===== src/rtl/ps2_host_tx.sv =====
// PS/2 host-to-device command transmitter: inhibit, request-to-send, 11-bit frame on device clock, ack check.
// Optional `PS2_TX_RETRY_EN: one automatic resend of the same byte after a NACK; busy stays high across it.
module ps2_host_tx #(
  parameter int unsigned INHIBIT_CYCLES = 5000,
  parameter int unsigned TIMEOUT_CYCLES = 750000
) (
  input  logic       clock,
  input  logic       reset,
  input  logic       send_start,
  input  logic [7:0] send_data,
  input  logic       ps2_clk_in,
  input  logic       ps2_data_in,
  output logic       ps2_clk_drive_low,
  output logic       ps2_data_drive_low,
  output logic       busy,
  output logic       done,
  output logic       error
);

  localparam logic [2:0] S_IDLE      = 3'd0;
  localparam logic [2:0] S_INHIBIT   = 3'd1;
  localparam logic [2:0] S_REQ       = 3'd2;
  localparam logic [2:0] S_DATA      = 3'd3;
  localparam logic [2:0] S_ACK       = 3'd4;
  localparam logic [2:0] S_WAIT_IDLE = 3'd5;

  localparam int unsigned CNT_MAX = (INHIBIT_CYCLES > TIMEOUT_CYCLES) ? INHIBIT_CYCLES : TIMEOUT_CYCLES;
  localparam int CW = $clog2(CNT_MAX + 1);
  localparam logic [CW-1:0] CNT_ONE  = CW'(1);
  localparam logic [CW-1:0] INH_LAST = CW'(INHIBIT_CYCLES - 1);
  localparam logic [CW-1:0] INH_PRE  = CW'(INHIBIT_CYCLES - 2);
  localparam logic [CW-1:0] TO_LAST  = CW'(TIMEOUT_CYCLES - 1);
  localparam logic          INH_ONE  = (INHIBIT_CYCLES == 1);

  logic [2:0]    state_q, state_d;
  logic [CW-1:0] cnt_q, cnt_d;
  logic [3:0]    edge_cnt_q, edge_cnt_d;
  logic [8:0]    shift_q, shift_d;
  logic          clk_s1_q, clk_s1_d, clk_s2_q, clk_s2_d, clk_prev_q, clk_prev_d;
  logic          data_s1_q, data_s1_d, data_s2_q, data_s2_d;
  logic          clk_drv_q, clk_drv_d, data_drv_q, data_drv_d;
  logic          busy_q, busy_d, done_q, done_d, error_q, error_d;
`ifdef PS2_TX_RETRY_EN
  logic          retry_q, retry_d;
  logic [7:0]    byte_q, byte_d;
`endif

  logic       fall;
  logic       to_hit;
  logic [3:0] edge_inc;
  logic       fail_now;
  logic       nack;

  assign fall     = clk_prev_q & ~clk_s2_q;
  assign to_hit   = (cnt_q == TO_LAST);
  assign edge_inc = (edge_cnt_q == 4'hF) ? edge_cnt_q : edge_cnt_q + 4'd1;

  always_comb begin
    state_d    = state_q;
    cnt_d      = cnt_q;
    edge_cnt_d = edge_cnt_q;
    shift_d    = shift_q;
    clk_s1_d   = ps2_clk_in;
    clk_s2_d   = clk_s1_q;
    clk_prev_d = clk_s2_q;
    data_s1_d  = ps2_data_in;
    data_s2_d  = data_s1_q;
    clk_drv_d  = clk_drv_q;
    data_drv_d = data_drv_q;
    busy_d     = busy_q;
    done_d     = 1'b0;
    error_d    = 1'b0;
    fail_now   = 1'b0;
    nack       = 1'b0;
`ifdef PS2_TX_RETRY_EN
    retry_d    = retry_q;
    byte_d     = byte_q;
`endif

    case (state_q)
      S_IDLE: begin
        if (send_start) begin
          shift_d    = {~^send_data, send_data};
          state_d    = S_INHIBIT;
          busy_d     = 1'b1;
          cnt_d      = '0;
          edge_cnt_d = 4'd0;
          clk_drv_d  = 1'b1;
          data_drv_d = INH_ONE;
`ifdef PS2_TX_RETRY_EN
          byte_d     = send_data;
          retry_d    = 1'b0;
`endif
        end
      end
      S_INHIBIT: begin
        cnt_d = cnt_q + CNT_ONE;
        // Start bit goes out during the final inhibit cycle, before the clock is released.
        if (cnt_q == INH_PRE) data_drv_d = 1'b1;
        if (cnt_q == INH_LAST) begin
          state_d    = S_REQ;
          clk_drv_d  = 1'b0;
          data_drv_d = 1'b1;
          cnt_d      = '0;
        end
      end
      S_REQ, S_DATA: begin
        cnt_d = cnt_q + CNT_ONE;
        if (to_hit) begin
          fail_now = 1'b1;
        end else if (fall) begin
          edge_cnt_d = edge_inc;
          if (edge_cnt_q < 4'd9) begin
            data_drv_d = ~shift_q[0];
            shift_d    = {1'b0, shift_q[8:1]};
            state_d    = S_DATA;
          end else begin
            data_drv_d = 1'b0;
            state_d    = S_ACK;
          end
        end
      end
      S_ACK: begin
        cnt_d = cnt_q + CNT_ONE;
        if (to_hit) begin
          fail_now = 1'b1;
        end else if (fall) begin
          edge_cnt_d = edge_inc;
          if (!data_s2_q) state_d = S_WAIT_IDLE;
          else            nack    = 1'b1;
        end
      end
      S_WAIT_IDLE: begin
        cnt_d = cnt_q + CNT_ONE;
        if (to_hit) begin
          fail_now = 1'b1;
        end else if (clk_s2_q && data_s2_q) begin
          done_d  = 1'b1;
          busy_d  = 1'b0;
          state_d = S_IDLE;
        end
      end
      default: state_d = S_IDLE;
    endcase

    if (nack) begin
`ifdef PS2_TX_RETRY_EN
      if (!retry_q) begin
        retry_d    = 1'b1;
        shift_d    = {~^byte_q, byte_q};
        state_d    = S_INHIBIT;
        cnt_d      = '0;
        edge_cnt_d = 4'd0;
        clk_drv_d  = 1'b1;
        data_drv_d = INH_ONE;
      end else begin
        fail_now = 1'b1;
      end
`else
      fail_now = 1'b1;
`endif
    end

    if (fail_now) begin
      state_d    = S_IDLE;
      clk_drv_d  = 1'b0;
      data_drv_d = 1'b0;
      busy_d     = 1'b0;
      error_d    = 1'b1;
    end
  end

  always_ff @(posedge clock) begin
    if (reset) begin
      state_q    <= S_IDLE;
      cnt_q      <= '0;
      edge_cnt_q <= 4'd0;
      shift_q    <= 9'd0;
      clk_s1_q   <= 1'b1;
      clk_s2_q   <= 1'b1;
      clk_prev_q <= 1'b1;
      data_s1_q  <= 1'b1;
      data_s2_q  <= 1'b1;
      clk_drv_q  <= 1'b0;
      data_drv_q <= 1'b0;
      busy_q     <= 1'b0;
      done_q     <= 1'b0;
      error_q    <= 1'b0;
`ifdef PS2_TX_RETRY_EN
      retry_q    <= 1'b0;
      byte_q     <= 8'd0;
`endif
    end else begin
      state_q    <= state_d;
      cnt_q      <= cnt_d;
      edge_cnt_q <= edge_cnt_d;
      shift_q    <= shift_d;
      clk_s1_q   <= clk_s1_d;
      clk_s2_q   <= clk_s2_d;
      clk_prev_q <= clk_prev_d;
      data_s1_q  <= data_s1_d;
      data_s2_q  <= data_s2_d;
      clk_drv_q  <= clk_drv_d;
      data_drv_q <= data_drv_d;
      busy_q     <= busy_d;
      done_q     <= done_d;
      error_q    <= error_d;
`ifdef PS2_TX_RETRY_EN
      retry_q    <= retry_d;
      byte_q     <= byte_d;
`endif
    end
  end

  // Gating with reset lets a mid-frame reset free the bus in the cycle it is raised.
  assign ps2_clk_drive_low  = clk_drv_q  & ~reset;
  assign ps2_data_drive_low = data_drv_q & ~reset;
  assign busy               = busy_q     & ~reset;
  assign done               = done_q     & ~reset;
  assign error              = error_q    & ~reset;

endmodule


===== config.mk =====
export PLATFORM = sky130hd
export DESIGN_NAME = ps2_host_tx
export DESIGN_NICKNAME = d
export VERILOG_FILES = /design/src/rtl/ps2_host_tx.sv
export SDC_FILE = /design/constraint.sdc
export NUM_CORES = 1
export LEC_CHECK = 0
export ABC_CLOCK_PERIOD_IN_PS = 2000
export BUFFER_PORTS_ARGS = -buffer_cell sky130_fd_sc_hd__buf_4
export CAP_MARGIN = 10
export CORE_ASPECT_RATIO = 1.1
export CORE_UTILIZATION = 54
export CTS_CLUSTER_DIAMETER = 120
export CTS_CLUSTER_SIZE = 20
export DETAILED_ROUTE_END_ITERATION = 16
export PLACE_DENSITY_LB_ADDON = 0.2
export SLEW_MARGIN = 20
export SYNTH_ARGS = -nofsm -noshare
export SYNTH_HDL_FRONTEND = slang
export SYNTH_SLANG_ARGS = --single-unit
export TNS_END_PERCENT = 30

===== constraint.sdc =====
create_clock -name clock -period 2 [get_ports clock]
set_clock_uncertainty 0.1 [all_clocks]
set_input_delay 0.3 -clock clock [delete_from_list [all_inputs] [get_ports clock]]
set_output_delay 0.3 -clock clock [all_outputs]
set_load 0.02 [all_outputs]

# Yosys cells after proc, flatten, opt, wreduce, memory -nomap -nowiden
# Index checks and enable logic that the tools add are counted.
# totals
regBits	46
mem_count	0
out_inout_bits	5
mem_bits_rw	0
word_cells	117
mem_bits_ro	0
latchBits	0
# op_classes
muxes	46
mul	0
n_eq_ne	23
shift	0
bitwise	10
magnitude_cmp	1
add_sub_neg	2
n_reduce_logical	21
div	0
# op_table
cell	count
20-bit one-hot mux with 3 select lines	1
20-bit by 13-bit == test with 1-bit output (second input constant)	2
20-bit two-way mux	2
9-bit two-way mux	4
3-bit two-way mux	10
2-bit inequality test (second input constant)	12
20-bit by 1-bit adder with 20-bit output (second input constant)	1
20-bit == test (second input constant)	1
1-bit two-way mux	19
9-bit one-hot mux with 2 select lines	1
4-bit two-way mux	4
3-bit one-hot mux with 5 select lines	1
5-bit AND reduction	3
9-bit AND reduction	1
4-bit one-hot mux with 2 select lines	1
2-bit nonzero test	4
8-bit XNOR reduction	1
1-bit AND	6
3-bit by 2-bit == test with 1-bit output (second input constant)	2
3-bit == test (second input constant)	2
3-bit nonzero test	2
3-bit OR reduction	2
4-bit by 1-bit adder with 4-bit output (second input constant)	1
4-bit == test (second input constant)	1
other kinds (14)	19

# Logic depth before layout (Yosys ltp)
# Gate-level depths: netlist of the first run.
# logic_depth
depth_word	7
mapped_depth	9
depth_no_buf	7

# Least setup slack after synthesis of the first run
# No wires, ideal clock.
# synth_path
path_kind	register -> register
start	register cnt_q[4]
end	register edge_cnt_q[2]
arrival_ns	1.946
setup_ns	0.121
path_stages_with_launch	6
path_slack_ns	-0.168
n_path_buf	0
synth_period_minus_slack_ns	2.168
path_cell_list	dfxtp_1 or4b_4 or4_4 o2111ai_4 a21boi_2 mux2_4
# synth_between
elab_chain_cells	3
# synth_rtl
element	line	source
start: declaration	36	logic [CW-1:0] cnt_q, cnt_d;
start signal: assignment	195	cnt_q <= cnt_d;
20-bit == test	55	assign to_hit = (cnt_q == TO_LAST);
2-bit inequality test (no source line)	n/a	
5-bit AND reduction (no source line)	n/a	
end signal: assignment	196	edge_cnt_q <= edge_cnt_d;
end: declaration	37	logic [3:0] edge_cnt_q, edge_cnt_d;
# Every way passes these cells.
# A chain may end at the register's enable or synchronous reset.

# Final worst setup path of the first run
# Same ends and word-level chain as after synthesis.

==> results of run 1 <==
## final cells by class
class,count,area [um^2]
Tap cell,56,70.1
Clock buffer,7,76.3
Sequential cell,46,922
Timing Repair Buffer,65,508
Fill cell,383,1390
Multi-Input combinational cell,233,1680
Inverter,12,45.0
## registers in the layout (all words and copies together) (netlist names), 3 cells and up
register    flops
cnt_q          20
edge_cnt_q      4
shift_q         9
state_q         3
## cell usage after synthesis, drive strengths merged (2+ instances only)
cell and instances:
mux2i 11, xnor2 12, nand4 13, nor3 15, xor2 12, inv 12, nand3 12, a211oi 11
o211ai 3, o31ai 2, nor2b 8, nor2 33, a21boi 2, mux2 2, dfxtp 46, or4 2
buf 3, or4b 3, or3 5, nand2 17, a21oi 13, clkbuf 11, nand2b 2, a2111oi 2
ha 7, nor4 7, or2 7, and2 2, and3 5, o21ai 8, a21o 4
## through the flow
step,util,std cells,setup WS [ns],cell area [um^2],power [uW]
3_5_place_dp,0.675,412,-0.178,3160,2440
2_1_floorplan,-,305,-0.158,2660,2020
4_1_cts,0.698,419,-0.159,3270,2990
3_3_place_gp,0.675,412,-0.141,3160,2410
5_1_grt,0.704,419,-0.201,3300,3230
6_report,0.704,419,-0.158,3300,3040
## power groups by stage
stage	clock (uW)	combinational (uW)	sequential [uW]
floorplan	0	890	1130
global placement	0	1270	1140
detailed placement	0	1290	1140
CTS	549	1310	1120
global route	593	1490	1150
finish	528	1380	1130
## layout by cell type (no fill, tap or decap), types with 2 or more instances in the layout
cell	n
nand3_1	11
nor3_2	3
nor2_1	32
nor4_2	2
a21o_1	4
clkbuf_1	2
inv_1	12
or3_1	4
o31ai_1	2
a211oi_2	9
xnor2_1	12
or2_2	6
a211oi_1	2
o21ai_0	7
nand2b_1	2
ha_1	7
a21oi_1	13
and2_1	2
clkbuf_8	5
buf_6	2
and3_1	5
buf_4	62
xor2_1	12
mux2i_1	11
nor3_1	12
nor4_1	4
nor2b_1	8
dfxtp_1	45
nand4_1	13
o211ai_1	3
nand2_1	17
## how the worst max path moves through the flow
| stage | startpoint | end | slack, ns | cells after the start |
|---|---|---|---|---|
| final | cnt_q[4] | edge_cnt_q[2] | -0.16 | 5 |
| after global routing | cnt_q[4] | edge_cnt_q[2] | -0.20 | 5 |
| after CTS | cnt_q[4] | edge_cnt_q[2] | -0.16 | 5 |
| after detailed placement | cnt_q[4] | state_q[0] | -0.18 | 6 |
| after global placement | cnt_q[4] | cnt_q[1] | -0.14 | 7 |
| after floorplan | cnt_q[4] | edge_cnt_q[2] | -0.16 | 5 |
## critical path: stages, from the launching register on
cell	delay, ns
dfxtp_2	0.32
or4b_4	0.56
or4_4	0.47
o2111ai_4	0.21
a21boi_2	0.08
mux2_4	0.29
## layer usage
| layer | part of all wire | wire [um] |
|---|---|---|
| met1 | 0.42 | 2570 |
| met4 | 0.019 | 114 |
| met3 | 0.039 | 238 |
| met2 | 0.52 | 3190 |
| met5 | 0 | 0 |
## cell families after synthesis
family	count (synthesis)	synth area share
buffers and inverters	26	0.0406
AO/OA/AOI/OAI	53	0.165
adder cells (fa/ha/maj)	7	0.0330
multiplexers	13	0.0515
flip-flops	46	0.347
AND/OR/NAND/NOR	136	0.283
XOR/XNOR	24	0.0793
## what timing repair did
item | CTS | global route
resized for setup | 6 | 7
pin swaps | 1 | 0
endpoints found under the setup margin | 39 | 39
==> results.md, run 1 <==
- Max Slew Vio Count: 0
- CTS tree: built
- Clk slew on worst S/H paths: 0.08 ns
- Clock root cell: clkbuf_8
- VDD IR max: 0.644 mV
- RSZ-0062 raised after global routing: true
- Yosys top cell by area: dfxtp_1
- Reg2reg start: cnt_q[4]
- Core area: 0.00468 mm^2
- GRT busiest layer: met2
- GR Util met1: 0.299
- WS Path Type: reg2reg
- Clock latency on the worst-skew pair: 0.30 ns
- Area delta synth->final: 24.5%
- Slew of the pin with the lowest slew margin: 0.444 ns
- First-pass GRT wire length: 9.85 mm
- WL final: 6.11 mm
- Post-route setup TNS: -2.58 ns
- Total track usage: 0.253
- Maxcap violations: 0
- Hold Worst Slack: 0.0831 ns
- Post-CTS Setup Repair Bufs: 0
- Hold path depth: 2
- Met3 Use GR: 0.0494
- Synth Area per Inst: 8.69 um^2
- Status: complete, but fails checks
- Net Count, Synth: 325
- Failing checks: negative setup slack
- Die height: 75.5 um
- DRC Markers: 0
- Via Count: 2396
- Setup slack, reg-to-reg: -0.16 ns
- Req. time, crit path: 2.09 ns
- Met2 usage: 0.440
- CTS H-Tree Depth: 2
- Int Power: 1940 uW
- Fmax: 463 MHz
- Post-synthesis cell count: 305
- Leakage: 0.00126 uW
- N_diodes: 0
- Hold-fix buffers, CTS: 0
- Combinational share of power: 0.455
- Sw frac: 0.363
- Final GP Congestion: 0.925
- Final net count: 383
- Seq/Total Area, Yosys: 0.347
- Rows: 26
- Startpoint Class: register
- Sequential power share: 0.371
- Drt first pass iters: 4
- R2R cell count: 5
- Register bit count reported by yosys: 46
- Part of the power in the clock network: 0.174
- Top FF cell, synth: dfxtp_1
- Antenna-violating nets left: 0
- Pin count of the biggest net entering global routing: 21
- PwrDens: 921 mW/mm^2
- Main area contributors after synthesis: dfxtp_1 (35%), nor2_1 (4.7%), mux2i_1 (4.2%)
- Post-synthesis cell area: 0.00265 mm^2
- Initial DRC Count: 139
- Ys async rst share: 0
- Setup-failing EPs final: 30
- Total global routing overflow: 0
- Reg2reg end: edge_cnt_q[2]
- Hold violation count in the final report: 0
- Worst-path fanout max: 3
- Clock Path Buffers: 2
- Clk sinks: 46
- Post-synth EDFFs: 0
- Initial antenna violation count: 0
- Ys Warns: 0
- Initial Util: 0.566
- Post-DR vias/cell: 5.72
- Critical path endpoint category: register
- Switch Pwr: 1100 uW
- Period utilization: 1.08
- Die area: 0.00519 mm^2
- Setup ws final: -0.158 ns
- IO Port Bufs: 17
- Relative slew slack: 0.701
- Yosys top cell area share: 0.347
- Wirelength per Cell: 14.6 um
- Share of layout cells above drive strength 1: 0.303
- TritonCTS buffer count: 5
- I/O pins: 18
- Hold Path Origin: ps2_data_in
- Die X: 68.8 um
- Hold Path End: data_s1_q
- Vias in the first global route: 2298
- Worst Hold Class: in2reg
- DP Wirelength: 4.56 mm
- Post-synth cell types: 57
- Arr. time, crit path: 2.24 ns
- Post-layout minimum cycle time: 2.16 ns
Power figures use the tool's default switching activity.
==> run 2: changes to the inputs <==
--- a/config.mk
+++ b/config.mk
@@ -5,11 +5,12 @@
 export SDC_FILE = /design/constraint.sdc
 export NUM_CORES = 1
 export LEC_CHECK = 0
-export ABC_CLOCK_PERIOD_IN_PS = 2000
+export ABC_CLOCK_PERIOD_IN_PS = 2150
 export BUFFER_PORTS_ARGS = -buffer_cell sky130_fd_sc_hd__buf_4
 export CAP_MARGIN = 10
 export CORE_ASPECT_RATIO = 1.1
-export CORE_UTILIZATION = 54
+export CORE_MARGIN = 1.5
+export CORE_UTILIZATION = 60
 export CTS_CLUSTER_DIAMETER = 120
 export CTS_CLUSTER_SIZE = 20
 export DETAILED_ROUTE_END_ITERATION = 16
==> constraint.sdc (replaced) <==
create_clock -name clock -period 2.15 [get_ports clock]
set_clock_uncertainty 0.1 [all_clocks]
set_input_delay 0.3225 -clock clock [delete_from_list [all_inputs] [get_ports clock]]
set_output_delay 0.3225 -clock clock [all_outputs]
set_load 0.02 [all_outputs]
==> run 2 against run 1 <==
- the run still ends with negative setup slack left
- count of clock-buffer cells in the layout is the same
- utilization rose by 3.8 points
- register-to-register slack better by 0.13 ns
==> results.md, run 2 (same netlist as run 1, synthesis figures left out) <==
- Status: complete, but fails checks (unchanged)
- Failing checks: negative setup slack (unchanged)
- Crit-path cells: or4b_4 -> or4_4 -> o2111ai_4 -> a21boi_2 -> mux2_4 (unchanged)
- Setup-failing EPs final: 2 (was 30)
- DRC Markers: 0 (unchanged)
- Reg2reg start: cnt_q[4] (unchanged)
- DP Wirelength: 4.60 mm (was 4.56 mm)
- Period utilization: 1.01 (was 1.08)
- CP peak stage delay: 0.54 ns (was 0.56 ns)
- Antenna-violating nets left: 0 (unchanged)
- Pre-CTS setup slack: -0.0293 ns (was -0.178 ns)
- Total global routing overflow: 0 (unchanged)
- Hold-fix buffers, CTS: 0 (unchanged)
- Clk slew on worst S/H paths: 0.08 ns (about the same)
- Critical path endpoint category: register (unchanged)
- Req. time, crit path: 2.24 ns (was 2.09 ns)
- Die X: 66.4 um (was 68.8 um)
- Initial DRC Count: 94 (was 139)
- Slew of the pin with the lowest slew margin: 0.584 ns (was 0.444 ns)
- Leakage: 0.00120 uW (was 0.00126 uW)
- Fillers: 350 (was 383)
- Post-route setup TNS: -0.0383 ns (was -2.58 ns)
- Wirelength per Cell: 14.7 um (was 14.6 um)
- I/O pins: 18 (unchanged)
- Final GP Congestion: 0.867 (was 0.925)
- Top delay family on crit path: simple AND/OR/NAND/NOR gates (unchanged)
- RSZ-0062 raised after global routing: true (unchanged)
- Setup ws final: -0.0264 ns (was -0.158 ns)
- VDD IR max: 0.542 mV (was 0.644 mV)
- Buf/Inv on CP: 0 (unchanged)
- Post-layout minimum cycle time: 2.18 ns (was 2.16 ns)
- Area delta synth->final: 19.9% (was 24.5%)
- Drt first pass iters: 6 (was 4)
- Via Count: 2351 (was 2396)
- Startpoint Class: register (unchanged)
- First-pass GRT wire length: 10.1 mm (was 9.85 mm)
- TritonCTS buffer count: 5 (unchanged)
- Initial Util: 0.618 (was 0.566)
- Max Slew Vio Count: 0 (unchanged)
- Largest registers: cnt_q (20), shift_q (9), edge_cnt_q (4) (unchanged)
- Post-DR vias/cell: 5.82 (was 5.72)
- Clock Path Buffers: 2 (unchanged)
- PwrDens: 876 mW/mm^2 (was 921 mW/mm^2)
- IO Port Bufs: 17 (unchanged)
- Setup slack, reg-to-reg: -0.03 ns (was -0.16 ns)
- Share of layout cells above drive strength 1: 0.266 (was 0.303)
- Final net count: 369 (was 383)
- Hold Path Origin: ps2_data_in (unchanged)
- Clk sinks: 46 (unchanged)
- Reg2reg end: edge_cnt_q[2] (unchanged)
- Most common cell after layout, fill and taps aside: buf_4 (unchanged)
- Hold violation count in the final report: 0 (unchanged)
- Biggest register: cnt_q (unchanged)
- CTS H-Tree Depth: 2 (unchanged)
- N_diodes: 0 (unchanged)
- Die height: 72.7 um (was 75.5 um)
- Commonest non-fill, non-tap cells in the layout: buf_4 (49), dfxtp_1 (45), nor2_1 (33) (was buf_4 (62), dfxtp_1 (45), nor2_1 (32))
- Pin count of the biggest net entering global routing: 28 (was 21)
- Clock latency on the worst-skew pair: 0.30 ns (about the same)
- Fmax: 459 MHz (was 463 MHz)
- Initial antenna violation count: 0 (unchanged)
- Relative slew slack: 0.601 (was 0.701)
- Largest register FFs: 20 (unchanged)
- WS Path Type: reg2reg (unchanged)
- Rows: 25 (was 26)
- WL final: 5.95 mm (was 6.11 mm)
- Slowest cell on crit path: or4b_4 (unchanged)
- CTS tree: built (unchanged)
- Clock root cell: clkbuf_8 (unchanged)
- Die area: 0.00482 mm^2 (was 0.00519 mm^2)
- Vias in the first global route: 2324 (was 2298)
- Arr. time, crit path: 2.27 ns (was 2.24 ns)
- Final instance area: 0.00318 mm^2 (was 0.00330 mm^2)
- Maxcap violations: 0 (unchanged)
- Core area: 0.00429 mm^2 (was 0.00468 mm^2)
- Worst Hold Class: in2reg (unchanged)
- Worst-path fanout max: 4 (was 3)
- Hold Worst Slack: 0.0979 ns (was 0.0831 ns)
- Hold path depth: 2 (unchanged)
- Total track usage: 0.269 (was 0.253)
- R2R cell count: 5 (unchanged)
- Hold Path End: data_s1_q (unchanged)
- Placed cell area: 0.00304 mm^2 (was 0.00316 mm^2)
## run 2: per-stage QoR
stage,util,total power (uW),instances
floorplan,-,1880,305
global placement,0.710,2180,395
detailed placement,0.710,2210,395
CTS,0.733,2770,403
global route,0.742,2940,404
finish,0.742,2780,404
## run 2: layer usage
layer / global-route usage / wire length, um / up-vias
met5: 0 / 0 / -
met4: 0.122 / 152 / 0
met3: 0.0540 / 191 / 16
met2: 0.490 / 3120 / 51
met1: 0.298 / 2490 / 1106
li1: - / - / 1178
## run 2: area by class of cell
class                   count  area (um^2)  share of cell area
flip-flops and latches     46          922               0.290
repair buffers             51          399               0.126
multi-input cells         233         1650               0.519
clock inverters             1         8.76             0.00276
well taps                  54         67.6              0.0213
inverters                  12         45.0              0.0142
clock buffers               7         86.3              0.0272
## run 2: worst max path at each step
stage | start | to | depth (start not counted)
final | cnt_q[4] | edge_cnt_q[2] | 5
after global routing | cnt_q[4] | edge_cnt_q[2] | 5
after CTS | cnt_q[4] | edge_cnt_q[2] | 5
after detailed placement | send_start | shift_q[6] | 6
after global placement | cnt_q[4] | edge_cnt_q[2] | 5
after floorplan | cnt_q[4] | edge_cnt_q[2] | 5
## run 2: where the power goes
part           internal [uW]  switching (uW)  leakage, uW
Clock                    266             293    0.0000489
Sequential               972            81.3     0.000376
Combinational            531             640     0.000776
Total                   1770            1010      0.00120
## run 2: timing repair
action,4_1_cts,5_1_grt
resized for setup,1,7
endpoints found under the setup margin,9,28
setup buffers,0,1
pin swaps,0,1
